[config.mk]
export PLATFORM = sky130hd
export DESIGN_NAME = fifo_wr_arbiter
export DESIGN_NICKNAME = d
export VERILOG_FILES = /design/src/rtl/fifo_arb_pkg.sv /design/src/rtl/fifo_wr_arbiter_rr_pick.sv /design/src/rtl/fifo_wr_arbiter.sv
export SDC_FILE = /design/constraint.sdc
export NUM_CORES = 1
export LEC_CHECK = 0
export ABC_AREA = 1
export BUFFER_PORTS_ARGS = -buffer_cell sky130_fd_sc_hd__buf_2
export CAP_MARGIN = 15
export CORE_MARGIN = 2
export CORE_UTILIZATION = 42
export DETAILED_ROUTE_END_ITERATION = 10
export GPL_ROUTABILITY_DRIVEN = 0
export MAX_ROUTING_LAYER = met4
export PLACE_DENSITY = 0.86
export SLEW_MARGIN = 20
export SYNTH_ARGS = -nofsm -noshare
export SYNTH_HDL_FRONTEND = slang
export SYNTH_SLANG_ARGS = --single-unit
export TNS_END_PERCENT = 10
[constraint.sdc]
create_clock -name clk -period 1.8 [get_ports clk]
set_clock_uncertainty 0.15 [all_clocks]
set_input_delay 0.36 -clock clk [delete_from_list [all_inputs] [get_ports clk]]
set_output_delay 0.36 -clock clk [all_outputs]
set_load 0.005 [all_outputs]
[src/rtl/fifo_arb_pkg.sv]
// Shared types and default sizing for the FIFO write-port arbiter.
package fifo_arb_pkg;
  typedef enum logic {IDLE = 1'b0, XFER = 1'b1} arb_state_e;

  localparam int NREQ_DEF    = 4;
  localparam int WIDTH_DEF   = 4;
  localparam int TIMEOUT_DEF = 16;
endpackage

[src/rtl/fifo_wr_arbiter_rr_pick.sv]
// Combinational round-robin selector: first requester above last_i, wrapping around.
module rr_pick #(
  parameter int NREQ = 4,
  parameter int IW   = 2
) (
  input  logic [NREQ-1:0] req_i,
  input  logic [IW-1:0]   last_i,
  output logic [NREQ-1:0] win_o,
  output logic            any_o
);
  logic [IW-1:0] idx;

  // Walk offsets from farthest to nearest so the nearest valid requester overwrites.
  always_comb begin
    win_o = '0;
    idx   = '0;
    for (int off = NREQ; off >= 1; off--) begin
      idx = IW'((int'(last_i) + off) % NREQ);
      if (req_i[idx]) begin
        win_o      = '0;
        win_o[idx] = 1'b1;
      end
    end
  end

  assign any_o = |req_i;
endmodule

[src/rtl/fifo_wr_arbiter.sv]
// Frame-granular round-robin arbiter feeding one FIFO write port.
// Optional mid-frame stall timeout is enabled with `define FIFO_ARB_TIMEOUT_EN.
module fifo_wr_arbiter
  import fifo_arb_pkg::*;
#(
  parameter int NREQ    = NREQ_DEF,
  parameter int WIDTH   = WIDTH_DEF,
  parameter int TIMEOUT = TIMEOUT_DEF
) (
  input  logic                  clk,
  input  logic                  srst,
  input  logic [NREQ-1:0]       req_valid,
  input  logic [NREQ*WIDTH-1:0] req_data,
  input  logic [NREQ-1:0]       req_last,
  output logic [NREQ-1:0]       req_ready,
  input  logic                  fifo_full,
  output logic                  fifo_w_en,
  output logic [WIDTH-1:0]      fifo_data,
  output logic [NREQ-1:0]       grant,
  output logic                  busy
`ifdef FIFO_ARB_TIMEOUT_EN
  ,
  output logic                  timeout_flag
`endif
);
  localparam int IW = $clog2(NREQ);

  if (NREQ < 2 || NREQ > 8 || TIMEOUT < 1) begin : g_param_check
    $error("fifo_wr_arbiter: NREQ must be 2..8 and TIMEOUT at least 1");
  end

  arb_state_e      state_q, state_d;
  logic [NREQ-1:0] grant_q, grant_d;
  logic [IW-1:0]   last_q, last_d;
  logic [NREQ-1:0] win;
  logic            any_req;
  logic [IW-1:0]   owner_idx;
  logic [WIDTH-1:0] owner_data;
  logic            owner_valid, owner_last, beat;

  rr_pick #(.NREQ(NREQ), .IW(IW)) u_pick (
    .req_i  (req_valid),
    .last_i (last_q),
    .win_o  (win),
    .any_o  (any_req)
  );

  always_comb begin
    owner_idx  = '0;
    owner_data = '0;
    for (int i = 0; i < NREQ; i++) begin
      if (grant_q[i]) begin
        owner_idx  = IW'(i);
        owner_data = req_data[i*WIDTH +: WIDTH];
      end
    end
  end

  assign owner_valid = |(req_valid & grant_q);
  assign owner_last  = |(req_last & grant_q);
  assign beat        = (state_q == XFER) & owner_valid & ~fifo_full;

`ifdef FIFO_ARB_TIMEOUT_EN
  localparam int CW = $clog2(TIMEOUT + 1);
  logic [CW-1:0] cnt_q, cnt_d;
  logic          stall, to_hit;

  // Only cycles where the owner itself has nothing to send count toward the limit.
  assign stall  = (state_q == XFER) & ~owner_valid & ~fifo_full;
  assign to_hit = stall & (cnt_q == CW'(TIMEOUT - 1));
  assign cnt_d  = (stall && !to_hit) ? cnt_q + CW'(1) : '0;
  assign timeout_flag = to_hit;

  always_ff @(posedge clk) begin
    if (srst) cnt_q <= '0;
    else      cnt_q <= cnt_d;
  end
`endif

  always_ff @(posedge clk) begin
    if (srst) begin
      state_q <= IDLE;
      grant_q <= '0;
      last_q  <= IW'(NREQ - 1);
    end else begin
      state_q <= state_d;
      grant_q <= grant_d;
      last_q  <= last_d;
    end
  end

  always_comb begin
    state_d = state_q;
    grant_d = grant_q;
    last_d  = last_q;
    case (state_q)
      IDLE: begin
        if (any_req) begin
          state_d = XFER;
          grant_d = win;
        end
      end
      XFER: begin
        if (beat && owner_last) begin
          state_d = IDLE;
          grant_d = '0;
          last_d  = owner_idx;
        end
`ifdef FIFO_ARB_TIMEOUT_EN
        else if (to_hit) begin
          state_d = IDLE;
          grant_d = '0;
          last_d  = owner_idx;
        end
`endif
      end
      default: begin
        state_d = IDLE;
        grant_d = '0;
      end
    endcase
  end

  always_comb begin
    busy      = (state_q == XFER);
    grant     = grant_q;
    req_ready = busy ? (grant_q & {NREQ{~fifo_full}}) : '0;
    fifo_w_en = beat;
    fifo_data = busy ? owner_data : '0;
  end
endmodule

== After elaboration in Yosys (flattened, before gate mapping) ==
Cells that the tools add are included.

* Register bits: 7
* Bits of input ports: 27
* Output and inout port bits: 14
* Word-level logic and storage cells: 69

* Add/sub/neg operators: 4
* Magnitude comparators: 8
* Equality and inequality tests: 2
* Mux-type cells: 35
* Bitwise operators: 7
* Reductions and logical operators: 10

{| class="wikitable"
|+ Operator list
! operator !! number
|-
| $mux W4 || 12
|-
| $and A4 B4 Y4 || 3
|-
| $lt A2 B3 Y1 const B || 4
|-
| $reduce_or A4 Y1 || 3
|-
| $mux W1 || 11
|-
| $bmux W1 S2 || 4
|-
| $demux W1 S2 || 4
|-
| $ge A2 B1 Y1 const B || 4
|-
| $pmux W4 S2 || 1
|-
| $logic_and A1 B1 Y1 || 5
|-
| $add A2 B1 Y2 const B || 2
|-
| $add A2 B2 Y2 const B || 2
|-
| $mux W2 || 2
|-
| $reduce_and A2 Y1 || 2
|-
| $and A1 B1 Y1 || 2
|-
| $ne A2 B1 Y1 const B || 1
|-
| $ne A2 B2 Y1 const B || 1
|-
| $not A1 Y1 || 2
|-
| $pmux W1 S2 || 1
|}

== Depth between registers and ports, before layout ==
* Word-level depth: 11
* Depth in mapped cells: 10
* Mapped depth without buffers: 10

== Cells and area by module ==
Synthesis repeated with hierarchy kept, for this count alone.

* Cell total of the unflattened synthesis: 165
* Area total of the unflattened synthesis: 954.7 µm²

{| class="wikitable"
|+ By module, submodules not included
! module !! times used !! cells each !! area each (µm²) !! seq. area each (µm²)
|-
| fifo_wr_arbiter || 1 || 92 || 568.0 || 140.1
|-
| rr_pick || 1 || 73 || 386.6 || 0.0
|}

== Least setup slack after synthesis ==
No wires, ideal clock.

* Path kind: reg-to-reg
* Start point: register last_q[0]
* End point: register grant_q[3] (netlist: grant[3])
* Library setup time: 0.116 ns
* Arrival: 1.478 ns
* Required time: 1.534 ns
* Setup slack: 0.056 ns
* Cell stages (with the launch flop): 11
* Buffers on the path: 0
* Period minus slack after synthesis: 1.744 ns
* Path through: dfxtp_1 inv_2 ha_1 inv_1 nand3_2 nand2_2 nand2_1 nand3_1 nand2_1 nand2_1 a21oi_1

* Cells in the longest elaborated chain, start to end: 11
* Elaborated cells on any way between the ends: 38
* Those cells by class: 4 x add/sub; 8 x order compare; 22 x mux; 4 x reduce/logical

{| class="wikitable"
|+ Ends and longest elaborated chain
! what !! RTL line !! source
|-
| start, declared || fifo_wr_arbiter.sv:34 || <nowiki>logic [IW-1:0] last_q, last_d;</nowiki>
|-
| start signal, assigned || fifo_wr_arbiter.sv:84 || <nowiki>last_q <= IW'(NREQ - 1);</nowiki>
|-
| start signal, assigned || fifo_wr_arbiter.sv:88 || <nowiki>last_q <= last_d;</nowiki>
|-
| $add A2 B1 Y2 || fifo_wr_arbiter_rr_pick.sv:18 || <nowiki>idx = IW'((int'(last_i) + off) % NREQ);</nowiki>
|-
| $lt A2 B3 Y1 (not written as such) / $ge A2 B1 Y1 (equally long branches) || fifo_wr_arbiter_rr_pick.sv:21 || <nowiki>win_o[idx] = 1'b1;</nowiki>
|-
| $logic_and A1 B1 Y1 (not written as such) || fifo_wr_arbiter_rr_pick.sv:21 ||
|-
| $mux W1 (not written as such) || fifo_wr_arbiter_rr_pick.sv:21 ||
|-
| $demux W1 S2 || - ||
|-
| $mux W4 (3 in a row) || fifo_wr_arbiter_rr_pick.sv:19 || <nowiki>if (req_i[idx]) begin</nowiki>
|-
| $mux W4 (*) || fifo_wr_arbiter_rr_pick.sv:19 ||
|-
| $mux W4 (*) || fifo_wr_arbiter.sv:98 || <nowiki>if (any_req) begin</nowiki>
|-
| $pmux W4 S2 (*) || fifo_wr_arbiter.sv:96 || <nowiki>case (state_q)</nowiki>
|-
| end signal, assigned || fifo_wr_arbiter.sv:87 || <nowiki>grant_q <= grant_d;</nowiki>
|-
| end, declared || fifo_wr_arbiter.sv:33 || <nowiki>logic [NREQ-1:0] grant_q, grant_d;</nowiki>
|}

Every way passes the cells marked *; elsewhere a longest branch is shown, timed or not. The select of a mux whose other input is x is not followed.
A chain may end at the register's enable or synchronous reset.

== Worst setup path in the final report ==
* Start point: register grant_q[3] (netlist: grant[3])
* End point: output fifo_data[0]

* Cells in the longest elaborated chain, start to end: 2

{| class="wikitable"
|+ Ends and longest elaborated chain
! what !! RTL line !! source
|-
| $mux W4 || fifo_wr_arbiter.sv:52 || <nowiki>if (grant_q[i]) begin</nowiki>
|-
| $mux W4 || fifo_wr_arbiter.sv:129 || <nowiki>fifo_data = busy ? owner_data : '0;</nowiki>
|-
| end, declared || fifo_wr_arbiter.sv:18 || <nowiki>output logic [WIDTH-1:0] fifo_data,</nowiki>
|}

Every way passes these cells.

==> flow_metrics.tcl <==
set metrics [dict create \
    cts_setup_buffers 0 \
    path_clk_slew_ns 0.06 \
    diodes 0 \
    rr_endpoint "grant[3]" \
    grt_remaining_overflow 0 \
    antenna_found_initial 0 \
    swShare_pct 39.1 \
    yosys_warnings 0 \
    critPathSlowestCell "dfxtp_4" \
    drt_pass1_iterations 5 \
    cts-root-buf "clkbuf_4" \
    grt_max_degree 10 \
    start_util_pct 45.0 \
    r2r_setup_slack_ns 0.14 \
    crit_end "fifo_data[0]" \
    comb_power_share_pct 41.0 \
    p_sw_uw 228 \
    cts_tree "yes" \
    vias 1143 \
    drt_iter0_markers 28 \
    cts.sinks 7 \
    r2r-start "last_q[1]" \
    avgRoutedWirePerCell_um 12.1 \
    status "finished clean" \
    pwr-share-seq_pct 32.5 \
    syn2layout_area_growth_pct 33.2 \
    met1_usage_pct 23.5 \
    use_met2_pct 39.6 \
    htreeDepth 1 \
    clkPwrFrac_pct 26.5 \
    min_period_ns 1.74 \
    clkLatencyLatePin_ns 0.27 \
    die-area_um2 2480 \
    setup_viol 0 \
    p_per_area_nw_per_um2 496 \
    tightest_slew_ns 0.436 \
    postSynthAreaPerCell_um2 6.17 \
    hold_viol_final 0 \
    via_per_inst 5.32 \
    yosysSeqAreaShare_pct 15.9 \
    drive_above_1_share_pct 38.3 \
    dp_hpwl_um 2050 \
    synth_seq_cells 7 \
    path_cells "inv_2 > nand2_2 > o221ai_1 > a31oi_1 > buf_2" \
    p_int_uw 355 \
    max_freq_mhz 576 \
    cp.required_ns 1.29 \
    slew_headroom_pct 70.8 \
    cts_buffers 3 \
    fin_nets 222 \
    final_cell_mix "buf_2 (40), nand2_1 (35), nand3_1 (22)" \
    grt-busiest-layer "met2" \
    drc 0 \
    syn_nets 176 \
    start_kind "flop" \
    crit_path_max_fanout 7 \
    cts_buffer_depth 2 \
    syn_inst 143 \
    period_share_pct 96.5 \
    slowest_delay_ns 0.38 \
    hold_path_depth 2 \
    wl_um 2600 \
    rsz0062_at_grt "no" \
    critPathLaunch "grant[3]" \
    port_buffers 40 \
    gr-usage-met3_pct 3.94 \
    worst_slack_ns 0.0633 \
    drv_cap 0 \
    drtAntennaViolNets 0 \
    yosysUniqueCellTypes 23 \
    reg2reg_depth 10 \
    grt_pass1_wl_um 4270 \
    grt_pass1_vias 1042 \
    syn_area_um2 882 \
    die_w_um 49.8 \
    core_area_um2 1960 \
    num_rows 16 \
    leakagePower_uw 0.000640 \
    ios 41 \
    dpl_worst_slack_ns 0.0975 \
    die_h_um 49.8 \
    setup_tns_ns 0 \
    grt_usage_pct 22.2 \
    worstPathArrival_ns 1.23 \
    drv_slew 0 \
    worstSetupPathType "flop to primary output" \
    critPathCaptureType "primary output" \
    ir_drop_mv 0.238 \
    hold_class "primary input to flop" \
    final_common_cell "buf_2" \
]
## registers in the layout, indices dropped and copies added (netlist names)
name,count
grant,4
last_q,2
busy,1
## how the worst min path moves through the flow
stage	endpoint	slack [ns]	startpoint
2_1_floorplan	busy	0.28	srst
3_3_place_gp	busy	0.40	busy
3_5_place_dp	grant[3]	0.42	grant[3]
4_1_cts	grant[3]	0.17	srst
5_1_grt	busy	0.19	srst
6_report	grant[3]	0.17	srst
## metal layers
| layer | up-vias | part of all wire (%) |
|---|---|---|
| met2 | 67 | 46 |
| met5 | - | 0 |
| met4 | 0 | 2.0 |
| met3 | 5 | 10 |
| met1 | 498 | 41 |
| li1 | 573 | - |
## logic make-up (layout without fill, tap and decap cells)
group,count (synthesis),in the layout,share of synthesized area [%]
AO/OA/AOI/OAI,23,23,16.0
adder cells (fa/ha/maj),6,6,8.51
buffers and inverters,23,68,10.4
flip-flops,7,7,15.9
AND/OR/NAND/NOR,84,84,49.2
## area by class of cell
class	instances	area [µm²]
sequential	7	148
timing repair buffer	43	223
fill	189	787
multi-input combinational	113	666
inverter	21	78.8
tap	27	33.8
clock buffer	4	26.3
## critical path, delay by kind of cell (launching register included)
family	cells	cell delay [ns]
simple gates	1	0.09
flops	1	0.38
compound gates	2	0.28
buf+inv	2	0.21
## power groups by stage
| stage | clock network (µW) | registers, µW | logic, µW |
|---|---|---|---|
| floorplan | 0 | 183 | 153 |
| global placement | 0 | 189 | 226 |
| detailed placement | 0 | 191 | 232 |
| CTS | 152 | 188 | 235 |
| global route | 161 | 192 | 268 |
| finish | 154 | 189 | 239 |
## per-stage QoR
stage          instance area [µm²]  instances  utilization, %  hold slack, ns  power (µW)
2_1_floorplan                  882        143               -           0.279         336
3_3_place_gp                  1130        211            57.4           0.405         415
3_5_place_dp                  1130        211            57.4           0.420         423
4_1_cts                       1160        215            58.9           0.175         575
5_1_grt                       1170        215            59.9           0.188         621
6_report                      1170        215            59.9           0.173         583
## timing repair
item	in CTS	in global routing
hold buffers	0	0
setup endpoints to repair	4	9
gates resized for setup	3	6
## cell usage after synthesis
cell      number  area share [%]
o21ai_0        3             1.7
nand3_2        6             6.8
buf_4          1            0.85
o221ai_1       4             4.0
clkinv_1       1            0.43
nand2_2        6             4.3
dfxtp_1        7              16
ha_1           6             8.5
nor2_2         1            0.71
buf_2          1            0.57
o21ai_1        3             1.7
a21oi_1        6             3.4
nor2_1         6             2.6
nand2_1       36              15
nand4_1        1            0.71
a31oi_1        5             3.5
nand3_1       22              12
o211ai_1       2             1.7
inv_1         17             7.2
nor2_4         1             1.3
nand2_4        2             2.6
nand3b_1       3             2.6
inv_2          3             1.3
(Power assumes the default switching activity.)
